`config.mk`:
```
export PLATFORM = sky130hd
export DESIGN_NAME = mii_tx_framer
export DESIGN_NICKNAME = d
export VERILOG_FILES = /design/src/rtl/mii_tx_framer_pkg.sv /design/src/rtl/mii_tx_framer.sv
export SDC_FILE = /design/constraint.sdc
export NUM_CORES = 1
export LEC_CHECK = 0
export BUFFER_PORTS_ARGS = -buffer_cell sky130_fd_sc_hd__buf_2
export CAP_MARGIN = 20
export CORE_UTILIZATION = 44
export CTS_CLUSTER_DIAMETER = 40
export CTS_CLUSTER_SIZE = 12
export DETAILED_ROUTE_END_ITERATION = 12
export GPL_ROUTABILITY_DRIVEN = 0
export GPL_TIMING_DRIVEN = 0
export PLACE_DENSITY_LB_ADDON = 0.1
export SLEW_MARGIN = 20
export SYNTH_ARGS = -nofsm -noshare
export SYNTH_HDL_FRONTEND = slang
export SYNTH_SLANG_ARGS = --single-unit
```
`constraint.sdc`:
```
create_clock -name clk -period 2.2 [get_ports clk]
set_clock_uncertainty 0.15 [all_clocks]
set_input_delay 0.55 -clock clk [delete_from_list [all_inputs] [get_ports clk]]
set_output_delay 0.55 -clock clk [all_outputs]
set_load 0.02 [all_outputs]
```
`src/rtl/mii_tx_framer_pkg.sv`:
```
// Shared types and constants for the MII transmit framer.
package mii_tx_framer_pkg;

  typedef enum logic [2:0] {
    ST_IDLE,
    ST_PREAMBLE,
    ST_SFD,
    ST_DATA,
    ST_IFG
  } state_t;

  localparam logic [3:0] PREAMBLE_NIBBLE = 4'h5;
  localparam logic [3:0] SFD_NIBBLE      = 4'hD;
  localparam int         DEFAULT_IFG_NIBBLES = 24;

  function automatic int max_int(input int a, input int b);
    return (a > b) ? a : b;
  endfunction

endpackage

```
`src/rtl/mii_tx_framer.sv`:
```
// Drains one frame of tx_len bytes from the byte FIFO and emits it as a
// preamble/SFD-prefixed nibble stream, followed by a forced inter-frame gap.
module mii_tx_framer
  import mii_tx_framer_pkg::*;
#(
  parameter int LEN_W            = 11,
  parameter int PREAMBLE_NIBBLES = 15,
  parameter int IFG_NIBBLES      = DEFAULT_IFG_NIBBLES
) (
  input  logic             clk,
  input  logic             rst,
  input  logic             tx_start,
  input  logic [LEN_W-1:0] tx_len,
  output logic             tx_busy,
  output logic             tx_done,
  output logic             tx_underrun,
  output logic             fifo_rd,
  input  logic             fifo_empty,
  input  logic [7:0]       fifo_data,
  output logic [3:0]       txd,
  output logic             tx_en,
  output state_t           dbg_state
);

  localparam int NIB_W = $clog2(max_int(PREAMBLE_NIBBLES, IFG_NIBBLES) + 1);
  localparam logic [NIB_W-1:0] PRE_LAST = NIB_W'(PREAMBLE_NIBBLES);
  localparam logic [NIB_W-1:0] PRE_READ = NIB_W'(PREAMBLE_NIBBLES - 1);
  localparam logic [NIB_W-1:0] IFG_LAST = NIB_W'(IFG_NIBBLES);

  state_t           state;
  logic [NIB_W-1:0] nib_cnt;
  logic [LEN_W-1:0] byte_cnt;
  logic [3:0]       hi_nib_q;
  logic             on_high;
  logic             abort_pend;

  assign dbg_state = state;

  // Valid/ready contract: fifo_rd is a one-cycle strobe issued only while
  // fifo_empty was low; the byte is consumed from fifo_data one cycle later.
  // abort_pend records a read that was due but could not be issued; the
  // nibble in flight still completes before the frame is cut.
  always_ff @(posedge clk or posedge rst) begin
    if (rst) begin
      state       <= ST_IDLE;
      nib_cnt     <= '0;
      byte_cnt    <= '0;
      hi_nib_q    <= '0;
      on_high     <= 1'b0;
      abort_pend  <= 1'b0;
      tx_busy     <= 1'b0;
      tx_done     <= 1'b0;
      tx_underrun <= 1'b0;
      fifo_rd     <= 1'b0;
      txd         <= '0;
      tx_en       <= 1'b0;
    end else begin
      tx_done     <= 1'b0;
      tx_underrun <= 1'b0;
      fifo_rd     <= 1'b0;
      case (state)
        ST_IDLE: begin
          if (tx_start && tx_len != '0) begin
            state      <= ST_PREAMBLE;
            tx_busy    <= 1'b1;
            tx_en      <= 1'b1;
            txd        <= PREAMBLE_NIBBLE;
            byte_cnt   <= tx_len;
            nib_cnt    <= NIB_W'(1);
            abort_pend <= 1'b0;
          end
        end
        ST_PREAMBLE: begin
          if (nib_cnt == PRE_LAST) begin
            if (abort_pend) begin
              state       <= ST_IFG;
              tx_en       <= 1'b0;
              txd         <= '0;
              tx_underrun <= 1'b1;
              nib_cnt     <= NIB_W'(1);
              abort_pend  <= 1'b0;
            end else begin
              state <= ST_SFD;
              txd   <= SFD_NIBBLE;
            end
          end else begin
            nib_cnt <= nib_cnt + NIB_W'(1);
            txd     <= PREAMBLE_NIBBLE;
            if (nib_cnt == PRE_READ) begin
              fifo_rd    <= !fifo_empty;
              abort_pend <= fifo_empty;
            end
          end
        end
        ST_SFD: begin
          state    <= ST_DATA;
          on_high  <= 1'b0;
          txd      <= fifo_data[3:0];
          hi_nib_q <= fifo_data[7:4];
          if (byte_cnt > LEN_W'(1)) begin
            fifo_rd    <= !fifo_empty;
            abort_pend <= fifo_empty;
          end else begin
            abort_pend <= 1'b0;
          end
        end
        ST_DATA: begin
          if (!on_high) begin
            txd     <= hi_nib_q;
            on_high <= 1'b1;
          end else if (byte_cnt == LEN_W'(1)) begin
            state   <= ST_IFG;
            tx_en   <= 1'b0;
            txd     <= '0;
            tx_done <= 1'b1;
            nib_cnt <= NIB_W'(1);
          end else if (abort_pend) begin
            state       <= ST_IFG;
            tx_en       <= 1'b0;
            txd         <= '0;
            tx_underrun <= 1'b1;
            nib_cnt     <= NIB_W'(1);
            abort_pend  <= 1'b0;
          end else begin
            on_high  <= 1'b0;
            txd      <= fifo_data[3:0];
            hi_nib_q <= fifo_data[7:4];
            byte_cnt <= byte_cnt - LEN_W'(1);
            // Prefetch the byte after next only if it exists.
            if (byte_cnt > LEN_W'(2)) begin
              fifo_rd    <= !fifo_empty;
              abort_pend <= fifo_empty;
            end else begin
              abort_pend <= 1'b0;
            end
          end
        end
        ST_IFG: begin
          if (nib_cnt == IFG_LAST) begin
            state   <= ST_IDLE;
            tx_busy <= 1'b0;
          end else begin
            nib_cnt <= nib_cnt + NIB_W'(1);
          end
        end
        default: begin
          state   <= ST_IDLE;
          tx_busy <= 1'b0;
          tx_en   <= 1'b0;
          txd     <= '0;
        end
      endcase
    end
  end

endmodule

```
Word level (Yosys, flattened, before mapping)
Cells that the tools add are included.
Word-level totals
  bits of input ports: 23
  logic and storage cells: 121
  flip-flop bits (word level): 34
Operators by class
  bitwise gates (word level): 3
  add/sub/neg operators: 2
  mux-type cells: 67
  magnitude comparators: 2
  equality and inequality tests: 17
  reduce and logical (&&, ||, !) cells: 18
Operators with widths (number)
  two-way mux 11 bit: 4
  two-way mux 4 bit: 9
  two-way mux 1 bit: 30
  two-way mux 5 bit: 6
  one-hot mux 11 bit (2 select lines): 1
  two-way mux 3 bit: 7
  one-hot mux 4 bit (5 select lines): 1
  one-hot mux 5 bit (4 select lines): 1
  one-hot mux 3 bit (5 select lines): 1
  AND reduction 5 bit: 3
  != test 2 bit, second input constant: 7
  AND reduction 4 bit: 3
  equality test 11 x 1 -> 1 bit, second input constant: 1
  > comparator 11 x 1 -> 1 bit, second input constant: 1
  > comparator 11 x 2 -> 1 bit, second input constant: 1
  nonzero test 11 bit: 1
  subtractor 11 x 1 -> 11 bit, second input constant: 1
  equality test 5 x 4 -> 1 bit, second input constant: 2
  one-hot mux 1 bit (4 select lines): 2
  one-hot mux 4 bit (2 select lines): 1
  nonzero test 4 bit: 2
  equality test 3 x 2 -> 1 bit, second input constant: 2
  != test 3 bit, second input constant: 2
  one-hot mux 1 bit (3 select lines): 2
  other kinds (14): 18

Longest topological paths before layout
  depth in word-level cells: 6
  gate-level depth with buffers: 8

Worst setup path after synthesis
No wires, ideal clock.
  path type: register to register
  start point: register byte_cnt[0]
  end point: register byte_cnt[10]
  clock period less this slack: 2.092 ns
  buffers on the path: 0
  stages on the path, launching flop included: 8
  slack: 0.108 ns
  required time: 1.916 ns
  arrival: 1.808 ns
  path through: dfrtp_1 > inv_1 > ha_1 > or3b_2 > nor4_1 > nor2_1 > o41ai_1 > o21ai_1
On the way
  word-level cells in the longest chain between the ends: 5
  elaborated cells on any way between the ends: 8
  classes of those cells: 1 x add/sub; 2 x eq/ne; 4 x mux; 1 x reduce/logical
RTL lines
  start: declaration: line mii_tx_framer.sv:32  | logic [LEN_W-1:0] byte_cnt;
  start signal: assignment: line mii_tx_framer.sv:68  | byte_cnt <= tx_len;
  start signal: assignment: line mii_tx_framer.sv:128  | byte_cnt <= byte_cnt - LEN_W'(1);
  subtractor 11 x 1 -> 11 bit: line mii_tx_framer.sv:128
  two-way mux 11 bit: line mii_tx_framer.sv:117  | end else if (abort_pend) begin
  two-way mux 11 bit: line mii_tx_framer.sv:111  | end else if (byte_cnt == LEN_W'(1)) begin
  two-way mux 11 bit: line mii_tx_framer.sv:108  | if (!on_high) begin
  one-hot mux 11 bit (2 select lines): line mii_tx_framer.sv:61  | case (state)
Parallel ways exist; a longest one is shown, timed or not. The select of a mux whose other input is x is not followed.
A chain may end at the register's enable or synchronous reset.

Final worst setup path
  start point: register byte_cnt[0]
  end point: register hi_nib_q[0]
On the way
  word-level cells in the longest chain between the ends: 3
RTL lines
  equality test 11 x 1 -> 1 bit: line mii_tx_framer.sv:111
  != test 2 bit (no line)
  AND reduction 4 bit (no line)
  end signal: assignment: line mii_tx_framer.sv:99  | hi_nib_q <= fifo_data[7:4];
  end signal: assignment: line mii_tx_framer.sv:127  | hi_nib_q <= fifo_data[7:4];
  end: declaration: line mii_tx_framer.sv:33  | logic [3:0] hi_nib_q;
No other way between the ends.

==> results.sh <==
export IMPL_status="finished clean"
export IMPL_wl_per_cell_microns=17.4
export IMPL_htree_levels=2
export IMPL_drtPass1Iterations=5
export IMPL_ys_ff_latch=34
export IMPL_syn_to_final_growth_pct=20.9
export IMPL_grt_pass1_wl_microns=10100
export IMPL_p_clk_share_pct=13.2
export IMPL_yosys_most_used_dff="dfrtp_1"
export IMPL_p_int_mw=2.36
export IMPL_setup_viol=0
export IMPL_synthMuxAreaShare_pct=3.03
export IMPL_dpl_hpwl_microns=4520
export IMPL_worst_r2r_setup_slack_ps=90
export IMPL_drv_slew=0
export IMPL_synth_cells=252
export IMPL_drt_first_iter_violations=235
export IMPL_cts_reportedPaths_clkPinSlew_ps=70
export IMPL_layout_common_cells="39 x buf_2, 32 x dfrtp_1, 20 x a21oi_1"
export IMPL_overflow=0
export IMPL_seq_area_sq_um=853
export IMPL_period_needed_ps=2110
export IMPL_slew_headroom_pct=51.5
export IMPL_yosys_warnings=0
export IMPL_ctsLongestPathBuffers=2
export IMPL_hp_class="primary input to async pin"
export IMPL_synth_fa_ha_area_share_pct=3.78
export IMPL_avgSynthCellArea_sq_um=9.19
export IMPL_dpl_instance_area_sq_um=2570
export IMPL_synth_xor_area_share_pct=0
export IMPL_synth_simple_gate_area_share_pct=21.0
export IMPL_vias_per_cell=6.03
export IMPL_crit_reg2reg_launch="byte_cnt[0]$_DFFE_PP0P_"
export IMPL_grt_max_degree=35
export IMPL_grt_usage_pct=24.2
export IMPL_clock_latency_ps=280
export IMPL_p_seq_share_pct=27.0
export IMPL_worstMarginPinSlew_ps=727
export IMPL_path_class="flop to flop"
export IMPL_syn_nets=282
export IMPL_via_count=2202
export IMPL_numCtsBuffers=5
export IMPL_die_area_sq_um=5560
export IMPL_fin_crit_sh_pct=96.0
export IMPL_grt_antenna_before_repair=0
export IMPL_crit_path_start_kind="flop"
export IMPL_io_buffers=34
export IMPL_cp_arrival_ps=2130
export IMPL_worstSetupStartpoint="byte_cnt[0]$_DFFE_PP0P_"
export IMPL_pin_count=35
export IMPL_critical_path_max_fanout=8
export IMPL_die_w_microns=74.6
export IMPL_power_frac_comb_pct=59.7
export IMPL_crit_path_end_kind="flop"
export IMPL_row_count=26
export IMPL_ant_nets=0
export IMPL_hold_ws_ps=227
export IMPL_power_density_nw_per_um2=1580
export IMPL_finalHoldViolCount=0
export IMPL_total_power_mw=4.44
export IMPL_die_h_microns=74.6
export IMPL_layout_drive_gt1_share_pct=30.5
export IMPL_fin_area_sq_um=2800
export IMPL_grt_pass1_vias=1996
export IMPL_synth_edf_count=0
export IMPL_root_buffer="clkbuf_8"
export IMPL_wirelength_microns=6370
export IMPL_rsz0062_at_grt="true"
export IMPL_cp_required_ps=2220
export IMPL_yosysUniqueCellTypes=65
export IMPL_drc=0
export IMPL_postCtsHoldBufs=0
export IMPL_ir_drop_v=0.000732
export IMPL_multi_input_area_sq_um=1410
export IMPL_async_flop_share_pct=100
export IMPL_layout_nets=325
export IMPL_fmax_mhz=474
export IMPL_clock_sinks=34
export IMPL_insertedDiodeCount=0
export IMPL_synth_seq_area_share_pct=36.7
export IMPL_cts_tree="done"
export IMPL_start_util_pct=45.6
export IMPL_synth_top_family_by_area="compound AO/OA/AOI/OAI gates"
export IMPL_syn_area_sq_um=2320
export IMPL_rr_worst_depth=6
export IMPL_switching_share_pct=46.9
export IMPL_p_switching_mw=2.08
export IMPL_cap_violations=0
export IMPL_leakagePower_nw=1.24
export IMPL_layout_commonest_cell="buf_2"
export IMPL_fillers=471
export IMPL_core_area_sq_um=5070
export IMPL_synth_compound_area_share_pct=28.9
Yosys cell counts (3+ instances only):
library cell | count | area [sq um]
a211o_1 | 3 | 26.3
clkbuf_1 | 5 | 18.8
nand2_1 | 16 | 60.1
buf_2 | 5 | 25.0
ha_1 | 7 | 87.6
dfrtp_1 | 34 | 851
buf_6 | 4 | 45.0
a22oi_1 | 3 | 22.5
inv_1 | 15 | 56.3
a22o_1 | 3 | 26.3
a21o_1 | 3 | 22.5
mux2_2 | 4 | 45.0
a21oi_1 | 20 | 100
and3_1 | 5 | 31.3
o41ai_1 | 8 | 70.1
nor2_1 | 19 | 71.3
o21ai_1 | 9 | 45.0
o21a_1 | 4 | 30.0
nor4_1 | 6 | 37.5
o21ai_0 | 10 | 50.1
nand3_1 | 3 | 15.0
nor3_1 | 12 | 60.1
area by class of cell:
cell class / instances / share of cell area, %
buffer: 15 / 3.53
clock buffer: 6 / 2.95
clock inverter: 1 / 1.07
inverter: 15 / 2.01
multi-input combinational: 188 / 50.2
sequential: 34 / 30.5
tap: 70 / 3.13
timing repair buffer: 36 / 6.61
flip-flops by register name (all words and copies together) (netlist names):
register	cells
byte_cnt	11
nib_cnt	5
hi_nib_q	4
txd	4
dbg_state	3
abort_pend	1
fifo_rd	1
on_high	1
tx_busy	1
tx_done	1
tx_en	1
tx_underrun	1
logic make-up (layout without fill, tap and decap cells):
logic type | Yosys count | after routing
flip-flops | 34 | 34
buffers and inverters | 30 | 73
AND/OR/NAND/NOR | 82 | 82
adder cells (fa/ha/maj) | 7 | 7
AO/OA/AOI/OAI | 93 | 93
multiplexers | 6 | 6
worst max-delay path, cell delays in order, from the launching register on:
cell      delay (ps)
dfrtp_2          470
ha_2             210
nor4b_4          140
a311oi_2         380
nor2_2           100
nor2_4           180
mux2_2           350
per-layer routing:
metal	GRT usage, %	vias up	share of wire, %
met1	37.0	1071	49
li1	-	1038	-
met3	3.93	9	5.5
met2	35.2	84	44
met5	0	-	0
met4	5.87	0	0.72
per-stage QoR:
stage          instances  setup slack [ps]  setup TNS, ps  util (%)
2_1_floorplan        252               108              0         -
3_5_place_dp         356              -297          -4720      50.7
5_1_grt              365             -3.73          -5.04      55.2
3_3_place_gp         356              -299          -4640      50.7
4_1_cts              365             -9.80          -18.2      53.6
6_report             365              88.5              0      55.2
timing repair:
| action | 4_1_cts | 5_1_grt |
|---|---|---|
| pin swaps | 1 | 1 |
| resized for setup | 6 | 22 |
| buffers inserted | 2 | 0 |
| setup endpoints to repair | 11 | 22 |
power by group through the flow:
stage                     clock, mW  combinational [mW]  sequential [mW]
after floorplan                   0                1.79             1.23
after global placement            0                2.44             1.19
after detailed placement          0                2.43             1.20
after CTS                     0.608                2.53             1.17
after global routing          0.628                2.89             1.24
final                         0.588                2.65             1.20
worst paths after layout:
kind	to
max	hi_nib_q[0]$_DFFE_PP0P_
min	byte_cnt[2]$_DFFE_PP0P_
min in group clk	fifo_rd$_DFF_PP0_
max reg2reg	hi_nib_q[0]$_DFFE_PP0P_
min reg2reg	txd[0]$_DFFE_PP0P_
max in group asynchronous	byte_cnt[0]$_DFFE_PP0P_
(Power assumes the default switching activity.)
